**src/rtl/seg_scan_pkg.sv**
```systemverilog
// Shared types, default parameters and helpers for the 7-segment scan driver.
package seg_scan_pkg;

    localparam int unsigned NUM_DIGITS_DEF   = 4;
    localparam int unsigned PRESCALE_DEF     = 50000;
    localparam int unsigned BLANK_CYCLES_DEF = 2;
    localparam int unsigned MAX_DIGITS       = 8;
    localparam int unsigned BUS_W            = 4 * MAX_DIGITS;

    typedef enum logic {
        ST_BLANK,
        ST_SHOW
    } scan_state_e;

    // Pick hex digit idx out of a value bus zero-extended to MAX_DIGITS nibbles.
    function automatic logic [3:0] nibble_sel(input logic [BUS_W-1:0] bus, input logic [2:0] idx);
        return bus[{idx, 2'b00} +: 4];
    endfunction

endpackage

```
**src/rtl/seg_scan_if.sv**
```systemverilog
// Host-side bus of the scan driver: value load/config in, decoder nibble and anode enables out.
interface seg_scan_if import seg_scan_pkg::*; #(
    parameter int unsigned NUM_DIGITS = NUM_DIGITS_DEF
);
    logic                    load;
    logic [4*NUM_DIGITS-1:0] value;
    logic [NUM_DIGITS-1:0]   digit_mask;
    logic                    lz_suppress;
    logic [3:0]              nibble_out;
    logic [NUM_DIGITS-1:0]   digit_en_n;
    logic                    frame_start;

    modport master (
        output load, value, digit_mask, lz_suppress,
        input  nibble_out, digit_en_n, frame_start
    );

    modport slave (
        input  load, value, digit_mask, lz_suppress,
        output nibble_out, digit_en_n, frame_start
    );
endinterface

```
**src/rtl/seg_scan_tick.sv**
```systemverilog
// Digit-slot prescaler: counts 0..PRESCALE-1 while enabled and flags the last cycle of a slot.
module seg_scan_tick import seg_scan_pkg::*; #(
    parameter int unsigned PRESCALE = PRESCALE_DEF,
    localparam int unsigned CNT_W   = (PRESCALE > 1) ? $clog2(PRESCALE) : 1
) (
    input  logic             clk,
    input  logic             rst,
    input  logic             en_i,
    output logic [CNT_W-1:0] cnt_o,
    output logic             slot_wrap_c_o
);
    localparam logic [CNT_W-1:0] LAST_CNT = CNT_W'(PRESCALE - 1);

    logic [CNT_W-1:0] cnt_q;
    logic [CNT_W-1:0] cnt_d;

    always_comb begin
        cnt_d         = cnt_q;
        slot_wrap_c_o = en_i && (cnt_q == LAST_CNT);
        if (slot_wrap_c_o) begin
            cnt_d = '0;
        end else if (en_i) begin
            cnt_d = cnt_q + CNT_W'(1);
        end
    end

    always_ff @(posedge clk) begin
        if (!rst) begin
            cnt_q <= '0;
        end else begin
            cnt_q <= cnt_d;
        end
    end

    assign cnt_o = cnt_q;

endmodule

```
**src/rtl/seg_scan_driver.sv**
```systemverilog
// Time-multiplexed common-anode 7-segment scan driver feeding a registered hex decoder,
// with blanking dead time, leading-zero suppression and a frame-synchronous value buffer.
module seg_scan_driver import seg_scan_pkg::*; #(
    parameter int unsigned NUM_DIGITS   = NUM_DIGITS_DEF,
    parameter int unsigned PRESCALE     = PRESCALE_DEF,
    parameter int unsigned BLANK_CYCLES = BLANK_CYCLES_DEF
) (
    input  logic      clk,
    input  logic      rst,
    seg_scan_if.slave bus
);
    localparam int unsigned VAL_W = 4 * NUM_DIGITS;
    localparam int unsigned IDX_W = (NUM_DIGITS > 1) ? $clog2(NUM_DIGITS) : 1;
    localparam int unsigned CNT_W = (PRESCALE > 1) ? $clog2(PRESCALE) : 1;
    localparam logic [IDX_W-1:0] LAST_IDX   = IDX_W'(NUM_DIGITS - 1);
    localparam logic [CNT_W-1:0] BLANK_LAST = CNT_W'(BLANK_CYCLES - 1);

    scan_state_e           state_q, state_d;
    logic                  run_q;
    logic [IDX_W-1:0]      idx_q, idx_d;
    logic [VAL_W-1:0]      active_q, active_d;
    logic [VAL_W-1:0]      pending_q, pending_d;
    logic                  pend_vld_q, pend_vld_d;
    logic [3:0]            nibble_q, nibble_d;
    logic [NUM_DIGITS-1:0] en_n_q, en_n_d;
    logic                  frame_q, frame_d;

    logic [CNT_W-1:0]      cnt;
    logic                  slot_wrap_c;
    logic                  swap_c;
    logic                  zero_run_c;
    logic [NUM_DIGITS-1:0] tail_zero_c;
    logic                  lit_c;

    // run_q holds the counter for one cycle after reset so the first released cycle is slot 0, cnt 0.
    seg_scan_tick #(.PRESCALE(PRESCALE)) u_tick (
        .clk           (clk),
        .rst           (rst),
        .en_i          (run_q),
        .cnt_o         (cnt),
        .slot_wrap_c_o (slot_wrap_c)
    );

    always_comb begin
        state_d     = state_q;
        idx_d       = idx_q;
        active_d    = active_q;
        pending_d   = pending_q;
        pend_vld_d  = pend_vld_q;
        swap_c      = slot_wrap_c && (idx_q == LAST_IDX);
        zero_run_c  = 1'b1;
        tail_zero_c = '0;

        case (state_q)
            ST_BLANK: if (run_q && (cnt == BLANK_LAST)) state_d = ST_SHOW;
            ST_SHOW:  if (slot_wrap_c) state_d = ST_BLANK;
            default:  state_d = ST_BLANK;
        endcase

        if (slot_wrap_c) begin
            idx_d = (idx_q == LAST_IDX) ? '0 : idx_q + IDX_W'(1);
        end

        // Frame-boundary swap; a load on that same edge goes straight to active.
        if (swap_c) begin
            if (bus.load) begin
                active_d = bus.value;
            end else if (pend_vld_q) begin
                active_d = pending_q;
            end
            pend_vld_d = 1'b0;
        end else if (bus.load) begin
            pending_d  = bus.value;
            pend_vld_d = 1'b1;
        end

        // tail_zero_c[k]: every nibble from k up to the top digit is zero.
        for (int k = int'(NUM_DIGITS) - 1; k >= 0; k--) begin
            zero_run_c     = zero_run_c && (nibble_sel(BUS_W'(active_d), 3'(k)) == 4'h0);
            tail_zero_c[k] = zero_run_c;
        end

        lit_c    = bus.digit_mask[idx_d]
                   && !(bus.lz_suppress && (idx_d != '0) && tail_zero_c[idx_d]);
        nibble_d = nibble_sel(BUS_W'(active_d), 3'(idx_d));
        en_n_d   = '1;
        if ((state_d == ST_SHOW) && lit_c) begin
            en_n_d[idx_d] = 1'b0;
        end
        frame_d = !run_q || swap_c;
    end

    always_ff @(posedge clk) begin
        if (!rst) begin
            state_q    <= ST_BLANK;
            run_q      <= 1'b0;
            idx_q      <= '0;
            active_q   <= '0;
            pending_q  <= '0;
            pend_vld_q <= 1'b0;
            nibble_q   <= '0;
            en_n_q     <= '1;
            frame_q    <= 1'b0;
        end else begin
            state_q    <= state_d;
            run_q      <= 1'b1;
            idx_q      <= idx_d;
            active_q   <= active_d;
            pending_q  <= pending_d;
            pend_vld_q <= pend_vld_d;
            nibble_q   <= nibble_d;
            en_n_q     <= en_n_d;
            frame_q    <= frame_d;
        end
    end

    assign bus.nibble_out  = nibble_q;
    assign bus.digit_en_n  = en_n_q;
    assign bus.frame_start = frame_q;

endmodule

```
**src/flat_wrapper.sv**
```systemverilog
// flat-port wrapper written by rule: the top's interface ports become plain ports
module seg_scan_driver_flat import seg_scan_pkg::*;
#(
    parameter int unsigned NUM_DIGITS   = NUM_DIGITS_DEF,
    parameter int unsigned PRESCALE     = PRESCALE_DEF,
    parameter int unsigned BLANK_CYCLES = BLANK_CYCLES_DEF
)
  (clk, rst, bus_load, bus_value, bus_digit_mask, bus_lz_suppress, bus_nibble_out, bus_digit_en_n, bus_frame_start);
  seg_scan_if #(.NUM_DIGITS(NUM_DIGITS)) bus_i ();
  input  logic clk;
  input  logic rst;
  input wire logic [$bits(bus_i.load)-1:0] bus_load;
  input wire logic [$bits(bus_i.value)-1:0] bus_value;
  input wire logic [$bits(bus_i.digit_mask)-1:0] bus_digit_mask;
  input wire logic [$bits(bus_i.lz_suppress)-1:0] bus_lz_suppress;
  output wire logic [$bits(bus_i.nibble_out)-1:0] bus_nibble_out;
  output wire logic [$bits(bus_i.digit_en_n)-1:0] bus_digit_en_n;
  output wire logic [$bits(bus_i.frame_start)-1:0] bus_frame_start;
  assign bus_i.load = bus_load;
  assign bus_i.value = bus_value;
  assign bus_i.digit_mask = bus_digit_mask;
  assign bus_i.lz_suppress = bus_lz_suppress;
  assign bus_nibble_out = bus_i.nibble_out;
  assign bus_digit_en_n = bus_i.digit_en_n;
  assign bus_frame_start = bus_i.frame_start;
  seg_scan_driver #(.NUM_DIGITS(NUM_DIGITS), .PRESCALE(PRESCALE), .BLANK_CYCLES(BLANK_CYCLES)) u_core (.clk(clk), .rst(rst), .bus(bus_i));
endmodule
```
**config.mk**
```make
export PLATFORM = sky130hd
export DESIGN_NAME = seg_scan_driver_flat
export DESIGN_NICKNAME = d
export VERILOG_FILES = /design/src/rtl/seg_scan_pkg.sv /design/src/rtl/seg_scan_if.sv /design/src/rtl/seg_scan_tick.sv /design/src/rtl/seg_scan_driver.sv /design/src/flat_wrapper.sv
export SDC_FILE = /design/constraint.sdc
export NUM_CORES = 1
export LEC_CHECK = 0
export BUFFER_PORTS_ARGS = -buffer_cell sky130_fd_sc_hd__buf_2
export CAP_MARGIN = 20
export CELL_PAD_IN_SITES_DETAIL_PLACEMENT = 0
export CELL_PAD_IN_SITES_GLOBAL_PLACEMENT = 1
export CORE_ASPECT_RATIO = 0.9
export CORE_MARGIN = 2
export CORE_UTILIZATION = 43
export DETAILED_ROUTE_END_ITERATION = 7
export PLACE_DENSITY = 0.76
export SLEW_MARGIN = 20
export SYNTH_ARGS = -nofsm -noshare
export SYNTH_HDL_FRONTEND = slang
export SYNTH_HIERARCHICAL = 1
export SYNTH_SLANG_ARGS = --single-unit
```
**constraint.sdc**
```tcl
create_clock -name clk -period 6.2 [get_ports clk]
set_input_delay 1.24 -clock clk [delete_from_list [all_inputs] [get_ports clk]]
set_output_delay 1.24 -clock clk [all_outputs]
set_load 0.01 [all_outputs]
```
# Word level (Yosys, flattened, before mapping)
# Cells that the tools add are included.
# W data, S select, Z words.
[word_totals]
input_bits = 24
elab_cells = 60
mem_bits_ro = 0
regBits = 62
mem_count = 0
out_inout_bits = 9
latchBits = 0
mem_bits_rw = 0
[op_classes]
mul = 0
n_shift = 1
add_sub_neg = 2
n_reduce_logical = 23
eq_ne = 3
order_cmp = 2
n_bitwise = 4
muxes = 15
div = 0
[ops]
columns = ["op", "n"]
rows = [
  ["$mux W16", 3],
  ["$shiftx A32 B5 Y4", 1],
  ["$add A16 B1 Y16 const B", 1],
  ["$eq A16 B1 Y1 const B", 1],
  ["$eq A16 B16 Y1 const B", 1],
  ["$logic_not A4 Y1", 4],
  ["$logic_and A1 B1 Y1", 11],
  ["$mux W1", 6],
  ["$bmux W1 S2", 2],
  ["$mux W2", 2],
  ["$not A4 Y4", 1],
  ["$reduce_and A2 Y1", 2],
  ["$reduce_or A2 Y1", 2],
  ["$lt A2 B3 Y1 const B", 1],
  ["$not A1 Y1", 3],
  ["$add A2 B1 Y2 const B", 1],
  ["$demux W1 S2", 1],
  ["$eq A2 B2 Y1 const B", 1],
  ["$ge A2 B1 Y1 const B", 1],
  ["$logic_not A1 Y1", 2],
  ["$pmux W1 S2", 1],
  ["$reduce_bool A2 Y1", 1],
  ["$logic_or A1 B1 Y1", 1],
]

# Longest topological paths before layout
# Gate-level depths: netlist of the first run.
[logic_depth]
word_depth = 15
ltp_mapped = 12

# By module
# Netlist of the first run, hierarchy kept.
[by_module_without_submodules]
columns = ["mod", "cells_per_inst", "area_each_um2", "instances"]
rows = [
  ["seg_scan_driver", 282, 2296.0, 1],
  ["seg_scan_tick", 88, 760.7, 1],
]

# Worst setup path before layout of the first run
# OpenSTA, ideal clock, no wires.
[synth_path]
path_type = "register to register"
from = "register u_core.u_tick.cnt_q[0] (netlist: u_core/u_tick/cnt_o[0])"
to = "register u_core.en_n_q[1] (netlist: u_core/bus.digit_en_n[1])"
arrival_time_ns = 2.660
path_stages_with_launch = 12
t_required_ns = 6.116
setup_time_ns = 0.084
synth_period_minus_slack_ns = 2.744
setup_slack_ns = 3.456
path_buffers = 2
path_cell_list = "dfxtp_1 -> ha_1 -> nand4_1 -> or4_2 -> nor2_1 -> buf_6 -> and2_4 -> buf_6 -> o21ai_2 -> a2111oi_4 -> nand4_2 -> o31ai_2"
[synth_via]
elab_chain_cells = 15
[synth_lines]
columns = ["item", "line_no", "rtl"]
rows = [
  ["start: declaration", "seg_scan_tick.sv:14", "logic [CNT_W-1:0] cnt_q;"],
  ["start signal: assignment", "seg_scan_tick.sv:31", "cnt_q <= cnt_d;"],
  ["$eq A16 B16 Y1 (*)", "seg_scan_tick.sv:19", "slot_wrap_c_o = en_i && (cnt_q == LAST_CNT);"],
  ["$logic_and A1 B1 Y1 (*)", "seg_scan_tick.sv:19", ""],
  ["via u_core.slot_wrap_c", "seg_scan_driver.sv:29", "logic slot_wrap_c;"],
  ["$logic_and A1 B1 Y1", "seg_scan_driver.sv:50", "swap_c = slot_wrap_c && (idx_q == LAST_IDX);"],
  ["$mux W16", "seg_scan_driver.sv:65", "if (swap_c) begin"],
  ["$logic_not A4 Y1", "seg_scan_driver.sv:79", "zero_run_c = zero_run_c && (nibble_sel(BUS_W'(active_d), 3'(k)) == 4'h0);"],
  ["$logic_and A1 B1 Y1 (3 in series)", "seg_scan_driver.sv:79", ""],
  ["$bmux W1 S2", "seg_scan_driver.sv:84", "&& !(bus.lz_suppress && (idx_d != '0) && tail_zero_c[idx_d]);"],
  ["$mux W1 (not written as such)", "seg_scan_driver.sv:84", ""],
  ["$logic_and A1 B1 Y1", "seg_scan_driver.sv:84", ""],
  ["$logic_not A1 Y1", "seg_scan_driver.sv:84", ""],
  ["$logic_and A1 B1 Y1", "seg_scan_driver.sv:84", ""],
  ["$logic_and A1 B1 Y1", "seg_scan_driver.sv:87", "if ((state_d == ST_SHOW) && lit_c) begin"],
  ["$reduce_and A2 Y1 (no source line)", "n/a", ""],
  ["end signal: assignment", "seg_scan_driver.sv:112", "en_n_q <= en_n_d;"],
  ["end: declaration", "seg_scan_driver.sv:25", "logic [NUM_DIGITS-1:0] en_n_q, en_n_d;"],
]
# Mark *: on every way through the listed nets, which the timed path passes. The rest lies on a longest branch. The select of a mux whose other input is x is not followed.
# A chain may end at the register's enable or synchronous reset.

# Worst setup path in the final report of the first run
[layout_path]
from = "register u_core.u_tick.cnt_q[0] (netlist: u_core/u_tick/cnt_o[0])"
to = "register u_core.nibble_q[0] (netlist: u_core/bus.nibble_out[0])"
[layout_via]
elab_chain_cells = 5
[layout_lines]
columns = ["item", "line_no", "rtl"]
rows = [
  ["$eq A16 B16 Y1 (*)", "seg_scan_tick.sv:19", ""],
  ["$logic_and A1 B1 Y1 (*)", "seg_scan_tick.sv:19", ""],
  ["via u_core.slot_wrap_c", "seg_scan_driver.sv:29", ""],
  ["$logic_and A1 B1 Y1", "seg_scan_driver.sv:50", ""],
  ["$mux W16", "seg_scan_driver.sv:65", ""],
  ["$shiftx A32 B5 Y4 (*)", "seg_scan_pkg.sv:17", "return bus[{idx, 2'b00} +: 4];"],
  ["end signal: assignment", "seg_scan_driver.sv:111", "nibble_q <= nibble_d;"],
  ["end: declaration", "seg_scan_driver.sv:24", "logic [3:0] nibble_q, nibble_d;"],
]
# Mark *: on every way through the listed nets, which the timed path passes. The rest lies on a longest branch.

==> results.txt, run 1 <==
----------------------------------------------------
[Place]
  Detailed-placement wirelength estimate ... 5384 um
  Final weighted congestion of routability-driven global placement ... 0.8380
  Post-Place Cells ... 472
  Number of port buffers ... 32

[Routing]
  Drt drc ... 0
  Via count of the routed design ... 2770
  Remaining number of nets flagged by the antenna check after routing ... 0
  Final WL ... 7920 um
  Routed wire per std cell ... 16.23 um
  Number of detailed-route iterations in the first pass ... 4
  Number of DRC markers in iteration 0 ... 145
  Via density ... 5.676

[Synthesis]
  Leading cell types by count after synthesis ... sky130_fd_sc_hd__dfxtp_1, sky130_fd_sc_hd__nor2_1, sky130_fd_sc_hd__nand2_1
  Dominant combinational cell family by area after synthesis ... simple AND/OR/NAND/NOR gates
  Instance count of the mapped netlist ... 370
  Synthesized flop and latch total ... 62
  Mean post-synth cell area ... 8.261 sq um
  Number of library cell types mapped by synthesis ... 52
  Post-Synth XOR/XNOR Area ... 3.725%
  Dominant register cell in the synthesized netlist ... sky130_fd_sc_hd__dfxtp_1
  Biggest area contributors in the synthesized netlist ... sky130_fd_sc_hd__dfxtp_1, sky130_fd_sc_hd__nor2_1, sky130_fd_sc_hd__nand2_1, sky130_fd_sc_hd__a21oi_1, sky130_fd_sc_hd__nand4_1
  Compound-Gate Fraction of Synth Area ... 19.32%
  Adder-Cell Fraction of Synth Area ... 0.8187%
  Multiplexer share of the synthesized area ... 1.023%
  Yosys Warn Count ... 6
  Post-synth net total ... 396
  Simple-gate portion of the synthesized area ... 27.59%
  Number of enable-type register cells in the synthesized netlist ... 0
  Proportion of synthesized flip-flops having asynchronous set or reset ... 0%
  Sequential fraction of the synthesis area ... 40.61%
  Synthesized area ... 3057 sq um
  Proportion of netlist area held by the largest area contributor ... 40.61%
  Most frequently used cell type in the post-synthesis netlist ... sky130_fd_sc_hd__dfxtp_1
  Cell type with the largest total area after synthesis ... sky130_fd_sc_hd__dfxtp_1

[GRT]
  Overall overflow remaining after global route ... 0
  GR Layer Usage met2 ... 32.35%
  Pin count of the biggest net entering global routing ... 37
  GR peak layer ... met2
  Number of global-route vias before repair ... 2531
  Tot GR Track Use ... 21.43%
  Global Route met1 Usage ... 30.10%
  Antenna violations before repair ... 0
  First-pass GRT wire length ... 13110 um
  GR Util met3 ... 5.962%

[Final layout]
  Fillcell total ... 723
  Final-stage net count ... 416
  Area used by multi-input combinational logic ... 1604 sq um
  Area growth syn-to-layout ... 10.68%
  Number of antenna diodes ... 0
  Sequential standard cell area ... 1241 sq um
  Number of non-filler instances in the completed layout ... 488
  Ratio of cells with drive above 1 in the final layout ... 16.71%

[Power]
  Maximum vdd drop ... 109.0 uV
  Fraction of power consumed by the clock network ... 41.4%
  Power Density ... 236.5 nW/um^2
  Net switching power ... 196.7 uW
  Combinational share of power ... 6.8%
  LEAKAGE ... 1.205 nW
  Part of the total power dissipated in sequential elements ... 51.7%
  Share of total power consumed by net switching ... 24.58%
  Internal power consumption ... 603.6 uW

[Floorplanning]
  Standard cell core area ... 6967 sq um
  Horizontal die dimension ... 92.87 um
  Effective utilization at floorplan ... 43.88%
  Standard-cell row count ... 29
  IO Pins ... 33
  Die Y ... 83.99 um
  Die area ... 7800 sq um

[Worst setup path]
  Endpoint type of the worst setup path ... flip-flop
  Crit-path slowest cell ... sky130_fd_sc_hd__a221oi_1
  Crit path cell chain ... ha_1 > nand4_1 > or4_2 > nor2_1 > buf_4 > nand2_1 > a221oi_1 > o221ai_1 > o311a_1
  Critical Path AT ... 3.82 ns
  WP data required ... 6.43 ns
  Critical path fanouts, max ... 18
  Type of the worst setup path ... flip-flop to flip-flop
  Delay of the slowest cell on the worst path ... 0.79 ns
  Setup slack of the most critical reg-to-reg path ... 2.61 ns
  Type of element launching the critical path ... flip-flop

[Timing]
  Final Hold Fails ... 0
  Pin slew with the least headroom to its limit ... 0.9896 ns
  Post-route setup TNS ... 0 ns
  Final Max Tran Viols ... 0
  Post-layout minimum cycle time ... 3.591 ns
  Max transition margin ... 32.14%
  Final setup violation count ... 0
  Period utilisation layout ... 57.92%
  RSZ-0062 raised after global routing ... no
  Max Fclk ... 278.5 MHz
  Layout Skew ... 0.01202 ns

[Clocking]
  Total CTS buffers ... 9
  Clock network latency to the later pin of the worst-skew pair ... 0.34 ns
  CTS H-Tree Depth ... 3
  TritonCTS Sinks ... 62
  Clk buf depth ... 2
  CTS tree ... built
  Cell chosen for the clock root ... sky130_fd_sc_hd__clkbuf_8
  Hold buffer count at CTS ... 0
  Clock input transition at the sequential cells of the worst setup and hold paths ... 0.07 ns
  Post-CTS setup buffers ... 0
  Cts repair resizes ... 0

[Run]
  Count of max-cap constraint violations ... 0

[Min path]
  Classification of the worst-slack hold path ... flip-flop to flip-flop

[Run status]
  Outcome ... complete, no violations

----------------------------------------------------
==> flip-flops by register name, summed over array words and instances (netlist names) <==
name                    cells
u_core/state_q              1
u_core/pend_vld_q           1
u_core/bus.digit_en_n       4
u_core/pending_q           16
u_core/bus.nibble_out       4
u_core/idx_q                2
u_core/active_q            16
u_core/run_q                1
u_core/u_tick/cnt_o        16
u_core/bus.frame_start      1
==> worst max-delay path: cells and delay by family (launching register included) <==
family          cells  cell delay, ns
fa+ha+maj           1            0.24
compound gates      3            1.22
buf+inv             1            0.25
simple gates        4            1.38
flops               1            0.41
==> placed cells by master (no fill, tap or decap), drive strengths merged, types with 3 or more instances in the layout <==
| master | n |
|---|---|
| a21oi | 28 |
| nand2 | 46 |
| o22ai | 7 |
| nand3 | 6 |
| nor4 | 6 |
| and2 | 6 |
| nor3 | 14 |
| o311a | 3 |
| a22oi | 3 |
| a31oi | 9 |
| inv | 13 |
| a221oi | 6 |
| nor4b | 3 |
| nand4 | 17 |
| xnor2 | 11 |
| buf | 35 |
| o21ai | 5 |
| and3 | 4 |
| clkinv | 3 |
| o221ai | 11 |
| clkbuf | 13 |
| dfxtp | 62 |
| nor2 | 52 |
| nand2b | 9 |
==> cells by family after synthesis <==
family,count (synthesis)
compound gates,79
xor+xnor,13
fa+ha+maj,2
buf+inv,40
flops,62
mux,3
simple gates,171
==> power groups by stage <==
stage / Combinational, mW / Sequential (mW) / Clock [mW]
floorplan: 0.0367 / 0.421 / 0
global placement: 0.0547 / 0.422 / 0
detailed placement: 0.0549 / 0.423 / 0
CTS: 0.0551 / 0.414 / 0.344
global route: 0.0613 / 0.415 / 0.361
finish: 0.0548 / 0.414 / 0.332
==> per-layer routing <==
metal | vias to the layer above | share of wire (%)
met5 | - | 0
met4 | 0 | 0.98
met3 | 8 | 4.4
met2 | 67 | 46
met1 | 1327 | 48
li1 | 1368 | -
==> final timing paths <==
| check | from | endpoint | depth (start not counted) |
|---|---|---|---|
| max reg2reg | u_core/u_tick/cnt_o[0] | u_core/bus.nibble_out[0] | 9 |
| min | u_core/pending_q[3] | u_core/pending_q[3] | 2 |
| max | u_core/u_tick/cnt_o[0] | u_core/bus.nibble_out[0] | 9 |
| min reg2reg | u_core/pending_q[3] | u_core/pending_q[3] | 2 |
==> metrics by stage <==
stage	hold slack, ns	setup slack [ns]	power (mW)	util [%]	cell area, sq um
4_1_cts	0.4600	2.619	0.8132	48.56	3383
5_1_grt	0.4807	2.388	0.8372	48.56	3383
3_5_place_dp	0.4498	2.653	0.4777	45.89	3197
3_3_place_gp	0.4432	2.676	0.4771	45.89	3197
6_report	0.4590	2.609	0.8003	48.56	3383
2_1_floorplan	0.4175	3.456	0.4575	-	3057
==> area by class of cell <==
class / count / area share [%]
flip-flops and latches: 62 / 36.69
inverters: 14 / 1.553
clock inverters: 3 / 0.5178
multi-input cells: 268 / 47.41
well taps: 93 / 3.439
clock buffers: 13 / 4.993
repair buffers: 35 / 5.399
(Power assumes the default switching activity.)
==> run 2, diff against run 1 <==
Settings changed: CORE_UTILIZATION 43 to 39, PLACE_DENSITY 0.76 to 0.73.
Clock period 6.2 ns to 2.9 ns, I/O delays scaled along.
==> results.txt, run 2 (synthesis gave the netlist of run 1 again) <==
----------------------------------------------------
[Timing]
  Final setup violation count ... 0 (unchanged)
  Period utilisation layout ... 95.55% (was 57.92%)
  Max Fclk ... 360.9 MHz (was 278.5 MHz)
  Final Max Tran Viols ... 0 (unchanged)
  Worst hold slack after final layout ... 0.4160 ns (was 0.4590 ns)
  Pin slew with the least headroom to its limit ... 0.6878 ns (was 0.9896 ns)
  Final Hold Fails ... 0 (unchanged)
  RSZ-0062 raised after global routing ... yes (was no)
  Layout Skew ... 0.008659 ns (was 0.01202 ns)
  Max transition margin ... 54.08% (was 32.14%)
  Post-layout minimum cycle time ... 2.771 ns (was 3.591 ns)

[Clocking]
  Clock network latency to the later pin of the worst-skew pair ... 0.35 ns (was 0.34 ns)
  Cell chosen for the clock root ... sky130_fd_sc_hd__clkbuf_8 (unchanged)
  Hold buffer count at CTS ... 0 (unchanged)
  CTS tree ... built (unchanged)
  Total CTS buffers ... 9 (unchanged)
  Clock input transition at the sequential cells of the worst setup and hold paths ... 0.07 ns (about the same)
  Clk buf depth ... 2 (unchanged)
  CTS H-Tree Depth ... 3 (unchanged)
  TritonCTS Sinks ... 62 (unchanged)

[Place]
  Detailed-placement wirelength estimate ... 5754 um (was 5384 um)
  Post-Place Cells ... 498 (was 472)
  Final weighted congestion of routability-driven global placement ... 0.8760 (was 0.8380)
  Number of port buffers ... 32 (unchanged)

[Floorplanning]
  Standard-cell row count ... 30 (was 29)
  Die area ... 8563 sq um (was 7800 sq um)
  Die Y ... 87.99 um (was 83.99 um)
  Effective utilization at floorplan ... 40.31% (was 43.88%)
  Standard cell core area ... 7582 sq um (was 6967 sq um)
  Horizontal die dimension ... 97.32 um (was 92.87 um)
  IO Pins ... 33 (unchanged)

[Final layout]
  Post-route core utilization ... 48.86% (was 48.56%)
  Number of antenna diodes ... 0 (unchanged)
  Number of non-filler instances in the completed layout ... 518 (was 488)
  Final-stage net count ... 443 (was 416)
  Most frequent cells in the layout ... sky130_fd_sc_hd__dfxtp_1, sky130_fd_sc_hd__nor2_1, sky130_fd_sc_hd__nand2_1, sky130_fd_sc_hd__buf_2 (was sky130_fd_sc_hd__dfxtp_1, sky130_fd_sc_hd__nor2_1, sky130_fd_sc_hd__nand2_1, sky130_fd_sc_hd__buf_2, sky130_fd_sc_hd__a21oi_1)
  Fillcell total ... 780 (was 723)
  Ratio of cells with drive above 1 in the final layout ... 23.46% (was 16.71%)
  Area growth syn-to-layout ... 21.20% (was 10.68%)
  Most common cell after layout, fill and taps aside ... sky130_fd_sc_hd__dfxtp_1 (unchanged)

[Min path]
  Endpoint, Worst Hold ... u_core/bus.digit_en_n[0] (was u_core/pending_q[3])
  Classification of the worst-slack hold path ... input port to flip-flop (was flip-flop to flip-flop)
  Critical hold path startpoint ... bus_digit_mask[0] (was u_core/pending_q[3])
  Instance count along the most critical hold path ... 2 (unchanged)

[Worst setup path]
  Critical path fanouts, max ... 11 (was 18)
  Endpoint type of the worst setup path ... flip-flop (unchanged)
  Length in cells of the worst reg-to-reg path ... 8 (was 9)
  Setup slack of the most critical reg-to-reg path ... 0.13 ns (was 2.61 ns)
  WP data required ... 3.14 ns (was 6.43 ns)
  Type of the worst setup path ... flip-flop to flip-flop (unchanged)
  FF-to-FF Start ... u_core/u_tick/cnt_o[11] (was u_core/u_tick/cnt_o[0])
  R2R Path End ... u_core/bus.nibble_out[2] (was u_core/bus.nibble_out[0])
  Top delay family on crit path ... simple AND/OR/NAND/NOR gates (unchanged)
  Levels on crit path ... 8 (was 9)
  Crit-path slowest cell ... sky130_fd_sc_hd__or4_4 (was sky130_fd_sc_hd__a221oi_1)
  Crit path cell chain ... or4b_1 > or4_4 > nor2_4 > and2_4 > nand2_2 > o22ai_1 > nor3_1 > o311a_1 (was ha_1 > nand4_1 > or4_2 > nor2_1 > buf_4 > nand2_1 > a221oi_1 > o221ai_1 > o311a_1)
  Number of buffer and inverter instances along the worst setup path ... 0 (was 1)
  Delay of the slowest cell on the worst path ... 0.53 ns (was 0.79 ns)
  Type of element launching the critical path ... flip-flop (unchanged)
  Critical Path AT ... 3.01 ns (was 3.82 ns)

[Routing]
  Routed wire per std cell ... 15.65 um (was 16.23 um)
  Drt drc ... 0 (unchanged)
  Via count of the routed design ... 2800 (was 2770)
  Via density ... 5.405 (was 5.676)
  Number of detailed-route iterations in the first pass ... 4 (unchanged)
  Number of DRC markers in iteration 0 ... 164 (was 145)
  Final WL ... 8105 um (was 7920 um)
  Remaining number of nets flagged by the antenna check after routing ... 0 (unchanged)

[GRT]
  Tot GR Track Use ... 19.80% (was 21.43%)
  Antenna violations before repair ... 0 (unchanged)
  GR peak layer ... met2 (unchanged)
  GR Layer Usage met2 ... 34.34% (was 32.35%)
  Number of global-route vias before repair ... 2645 (was 2531)
  Overall overflow remaining after global route ... 0 (unchanged)
  Global Route met1 Usage ... 24.46% (was 30.10%)
  Pin count of the biggest net entering global routing ... 28 (was 37)
  First-pass GRT wire length ... 13310 um (was 13110 um)
  GR Util met3 ... 5.826% (was 5.962%)

[Power]
  Part of the total power dissipated in sequential elements ... 47.8% (was 51.7%)
  Power Density ... 500.6 nW/um^2 (was 236.5 nW/um^2)
  Share of total power consumed by net switching ... 23.23% (was 24.58%)
  Internal power consumption ... 1.424 mW (was 603.6 uW)
  Combinational share of power ... 6.6% (was 6.8%)
  Fraction of power consumed by the clock network ... 45.6% (was 41.4%)
  Maximum vdd drop ... 260.2 uV (was 109.0 uV)
  Net switching power ... 430.9 uW (was 196.7 uW)
  LEAKAGE ... 1.385 nW (was 1.205 nW)

[Run status]
  Outcome ... complete, no violations (unchanged)

[Run]
  Count of max-cap constraint violations ... 0 (unchanged)

----------------------------------------------------
[run 2: through the flow]
| step | cell area, sq um | total power, mW | setup WS [ns] | TNS (ns) |
|---|---|---|---|---|
| 5_1_grt | 3705 | 1.931 | -0.01094 | -0.01477 |
| 6_report | 3705 | 1.855 | 0.1291 | 0 |
| 3_5_place_dp | 3386 | 1.028 | -0.1727 | -0.9182 |
| 2_1_floorplan | 3057 | 0.9782 | 0.1561 | 0 |
| 3_3_place_gp | 3386 | 1.027 | 0.0004874 | 0 |
| 4_1_cts | 3611 | 1.873 | 0.06207 | 0 |
[run 2: area by class of cell]
class	count	area, sq um	area share, %
Clock buffer	12	145.1	3.918
Multi-Input combinational cell	268	1662	44.85
Sequential cell	62	1241	33.50
Timing Repair Buffer	62	414.1	11.18
Inverter	14	52.55	1.418
Tap cell	96	120.1	3.242
Clock inverter	4	70.07	1.891
[run 2: worst max-delay path by stage]
stage	end	slack, ns	start
final	u_core/bus.nibble_out[2]	0.13	u_core/u_tick/cnt_o[11]
after global routing	u_core/bus.nibble_out[1]	-0.01	u_core/u_tick/cnt_o[11]
after CTS	u_core/bus.nibble_out[0]	0.06	u_core/u_tick/cnt_o[11]
after detailed placement	u_core/bus.digit_en_n[1]	-0.17	u_core/u_tick/cnt_o[11]
after global placement	u_core/bus.nibble_out[1]	0.0005	u_core/u_tick/cnt_o[11]
after floorplan	u_core/bus.digit_en_n[1]	0.16	u_core/u_tick/cnt_o[0]
[run 2: timing repair]
action | 4_1_cts | 5_1_grt
gates cloned | 0 | 0
setup buffers | 0 | 4
endpoints found under the setup margin | 23 | 5
resized for setup | 3 | 12
pin swaps | 0 | 1
[run 2: layer usage]
metal	routed length, um	share of wire [%]
met1	3793	47
met2	3913	48
met3	312	3.8
met5	0	0
met4	86	1.1
[run 2: worst register-to-register path: cells and delay by family, from the launching register on]
| kind | cells | cell delay (ns) |
|---|---|---|
| AOI/OAI and AO/OA | 2 | 0.57 |
| DFF | 1 | 0.31 |
| and+or+nand+nor | 6 | 1.77 |
[run 2: power groups by stage]
stage	Clock [mW]	Sequential (mW)	Combinational, mW
2_1_floorplan	0	0.900	0.0784
3_3_place_gp	0	0.905	0.122
3_5_place_dp	0	0.905	0.122
4_1_cts	0.864	0.886	0.123
5_1_grt	0.905	0.889	0.138
6_report	0.846	0.886	0.122
==> run 3, diff against run 2 <==
Settings changed: CORE_UTILIZATION 39 to 43, PLACE_DENSITY 0.73 to 0.76.
Clock period 2.9 ns to 2.95 ns, I/O delays scaled along.
==> results.txt, run 3 (synthesis gave the netlist of run 1 again) <==
----------------------------------------------------
[Run status]
  Outcome ... complete, no violations (unchanged)

[Run]
  Count of max-cap constraint violations ... 0 (unchanged)

[Routing]
  Via count of the routed design ... 2810 (was 2800)
  Drt drc ... 0 (unchanged)
  Number of DRC markers in iteration 0 ... 150 (was 164)
  Number of detailed-route iterations in the first pass ... 4 (unchanged)
  Via density ... 5.478 (was 5.405)
  Final WL ... 8108 um (was 8105 um)
  Remaining number of nets flagged by the antenna check after routing ... 0 (unchanged)
  Routed wire per std cell ... 15.81 um (was 15.65 um)

[Timing]
  Max Fclk ... 354.5 MHz (was 360.9 MHz)
  Final Worst Setup Slack ... 0.1291 ns (about the same)
  RSZ-0062 raised after global routing ... no (was yes)
  Worst hold slack after final layout ... 0.4559 ns (was 0.4160 ns)
  Post-route setup TNS ... 0 ns (unchanged)
  Pin slew with the least headroom to its limit ... 0.6947 ns (was 0.6878 ns)
  Period utilisation layout ... 95.63% (was 95.55%)
  Final setup violation count ... 0 (unchanged)
  Max transition margin ... 53.62% (was 54.08%)
  Final Max Tran Viols ... 0 (unchanged)
  Layout Skew ... 0.01249 ns (was 0.008659 ns)
  Post-layout minimum cycle time ... 2.821 ns (was 2.771 ns)
  Final Hold Fails ... 0 (unchanged)

[GRT]
  Pin count of the biggest net entering global routing ... 28 (unchanged)
  Tot GR Track Use ... 21.30% (was 19.80%)
  First-pass GRT wire length ... 13130 um (was 13310 um)
  Number of global-route vias before repair ... 2613 (was 2645)
  Antenna violations before repair ... 0 (unchanged)
  Overall overflow remaining after global route ... 0 (unchanged)

[Floorplanning]
  Horizontal die dimension ... 92.87 um (was 97.32 um)
  Die area ... 7800 sq um (was 8563 sq um)
  Effective utilization at floorplan ... 43.88% (was 40.31%)
  Standard-cell row count ... 29 (was 30)
  IO Pins ... 33 (unchanged)
  Standard cell core area ... 6967 sq um (was 7582 sq um)
  Die Y ... 83.99 um (was 87.99 um)

[Clocking]
  CTS tree ... built (unchanged)
  Clock input transition at the sequential cells of the worst setup and hold paths ... 0.07 ns (about the same)
  TritonCTS Sinks ... 62 (unchanged)
  Cell chosen for the clock root ... sky130_fd_sc_hd__clkbuf_8 (unchanged)
  Clock network latency to the later pin of the worst-skew pair ... 0.34 ns (was 0.35 ns)
  CTS H-Tree Depth ... 3 (unchanged)
  Total CTS buffers ... 9 (unchanged)
  Hold buffer count at CTS ... 0 (unchanged)
  Clk buf depth ... 2 (unchanged)

[Final layout]
  Most frequent cells in the layout ... sky130_fd_sc_hd__dfxtp_1, sky130_fd_sc_hd__nor2_1, sky130_fd_sc_hd__nand2_1, sky130_fd_sc_hd__buf_2, sky130_fd_sc_hd__a21oi_1 (was sky130_fd_sc_hd__dfxtp_1, sky130_fd_sc_hd__nor2_1, sky130_fd_sc_hd__nand2_1, sky130_fd_sc_hd__buf_2)
  Post-route core utilization ... 52.39% (was 48.86%)
  Number of antenna diodes ... 0 (unchanged)
  Area growth syn-to-layout ... 19.40% (was 21.20%)
  Final-stage net count ... 441 (was 443)
  Ratio of cells with drive above 1 in the final layout ... 23.33% (was 23.46%)
  Post-route cell area ... 3650 sq um (was 3705 sq um)
  Most common cell after layout, fill and taps aside ... sky130_fd_sc_hd__dfxtp_1 (unchanged)
  Number of non-filler instances in the completed layout ... 513 (was 518)

[Power]
  Power Density ... 482.8 nW/um^2 (was 500.6 nW/um^2)
  Maximum vdd drop ... 283.1 uV (was 260.2 uV)
  Total Power ... 1.762 mW (was 1.855 mW)
  LEAKAGE ... 1.347 nW (was 1.385 nW)

[Place]
  Detailed-placement wirelength estimate ... 5775 um (was 5754 um)
  Post-Place Cells ... 494 (was 498)
  Cell area after placement ... 3362 sq um (was 3386 sq um)
  Number of port buffers ... 32 (unchanged)
  Minimum setup slack after placement ... 0.002517 ns (was -0.1727 ns)
  Final weighted congestion of routability-driven global placement ... 0.8610 (was 0.8760)

[Worst setup path]
  Type of the worst setup path ... flip-flop to flip-flop (unchanged)
  Endpoint type of the worst setup path ... flip-flop (unchanged)
  Setup slack of the most critical reg-to-reg path ... 0.13 ns (about the same)
  Type of element launching the critical path ... flip-flop (unchanged)
  Critical path fanouts, max ... 7 (was 11)
  WP data required ... 3.19 ns (was 3.14 ns)
  Critical Path AT ... 3.06 ns (was 3.01 ns)

[Min path]
  Classification of the worst-slack hold path ... flip-flop to flip-flop (was input port to flip-flop)

----------------------------------------------------
[run 3: what timing repair did]
item                       in CTS  in global routing
pin swaps                       2                  4
setup buffers                   0                  2
resized for setup               1                 13
setup endpoints to repair       2                 23
gates cloned                    0                  1
[run 3: worst paths after layout]
check,startpoint,end,depth (start not counted)
max,u_core/u_tick/cnt_o[11],u_core/bus.digit_en_n[2],9
min,u_core/pending_q[15],u_core/pending_q[15],2
max reg2reg,u_core/u_tick/cnt_o[11],u_core/bus.digit_en_n[2],9
min reg2reg,u_core/pending_q[15],u_core/pending_q[15],2
[run 3: cell type report]
type | count | area (sq um)
clock buffer | 12 | 155.1
inverter | 14 | 52.55
clock inverter | 4 | 45.04
fill | 683 | 3317
multi-input combinational | 269 | 1665
timing repair buffer | 59 | 374.1
sequential | 62 | 1241
tap | 93 | 116.4
[run 3: routing by layer]
layer	track usage (%)	routed length, um	up-vias
li1	-	-	1411
met4	5.749	91	0
met1	28.99	3958	1321
met3	5.420	413	7
met2	33.53	3643	71
met5	0	0	-
[run 3: critical path, stage by stage (launching register included)]
cell	delay [ns]
sky130_fd_sc_hd__dfxtp_1	0.32
sky130_fd_sc_hd__or4b_1	0.52
sky130_fd_sc_hd__or4_4	0.52
sky130_fd_sc_hd__nor2_1	0.12
sky130_fd_sc_hd__buf_4	0.17
sky130_fd_sc_hd__buf_4	0.15
sky130_fd_sc_hd__a21oi_4	0.07
sky130_fd_sc_hd__a2111oi_4	0.41
sky130_fd_sc_hd__nand4_2	0.18
sky130_fd_sc_hd__o211ai_1	0.27
[run 3: power by group]
part	switching, mW	internal [mW]
combinational	0.0745	0.0475
clock	0.336	0.433
sequential	0.0158	0.856
total	0.426	1.34
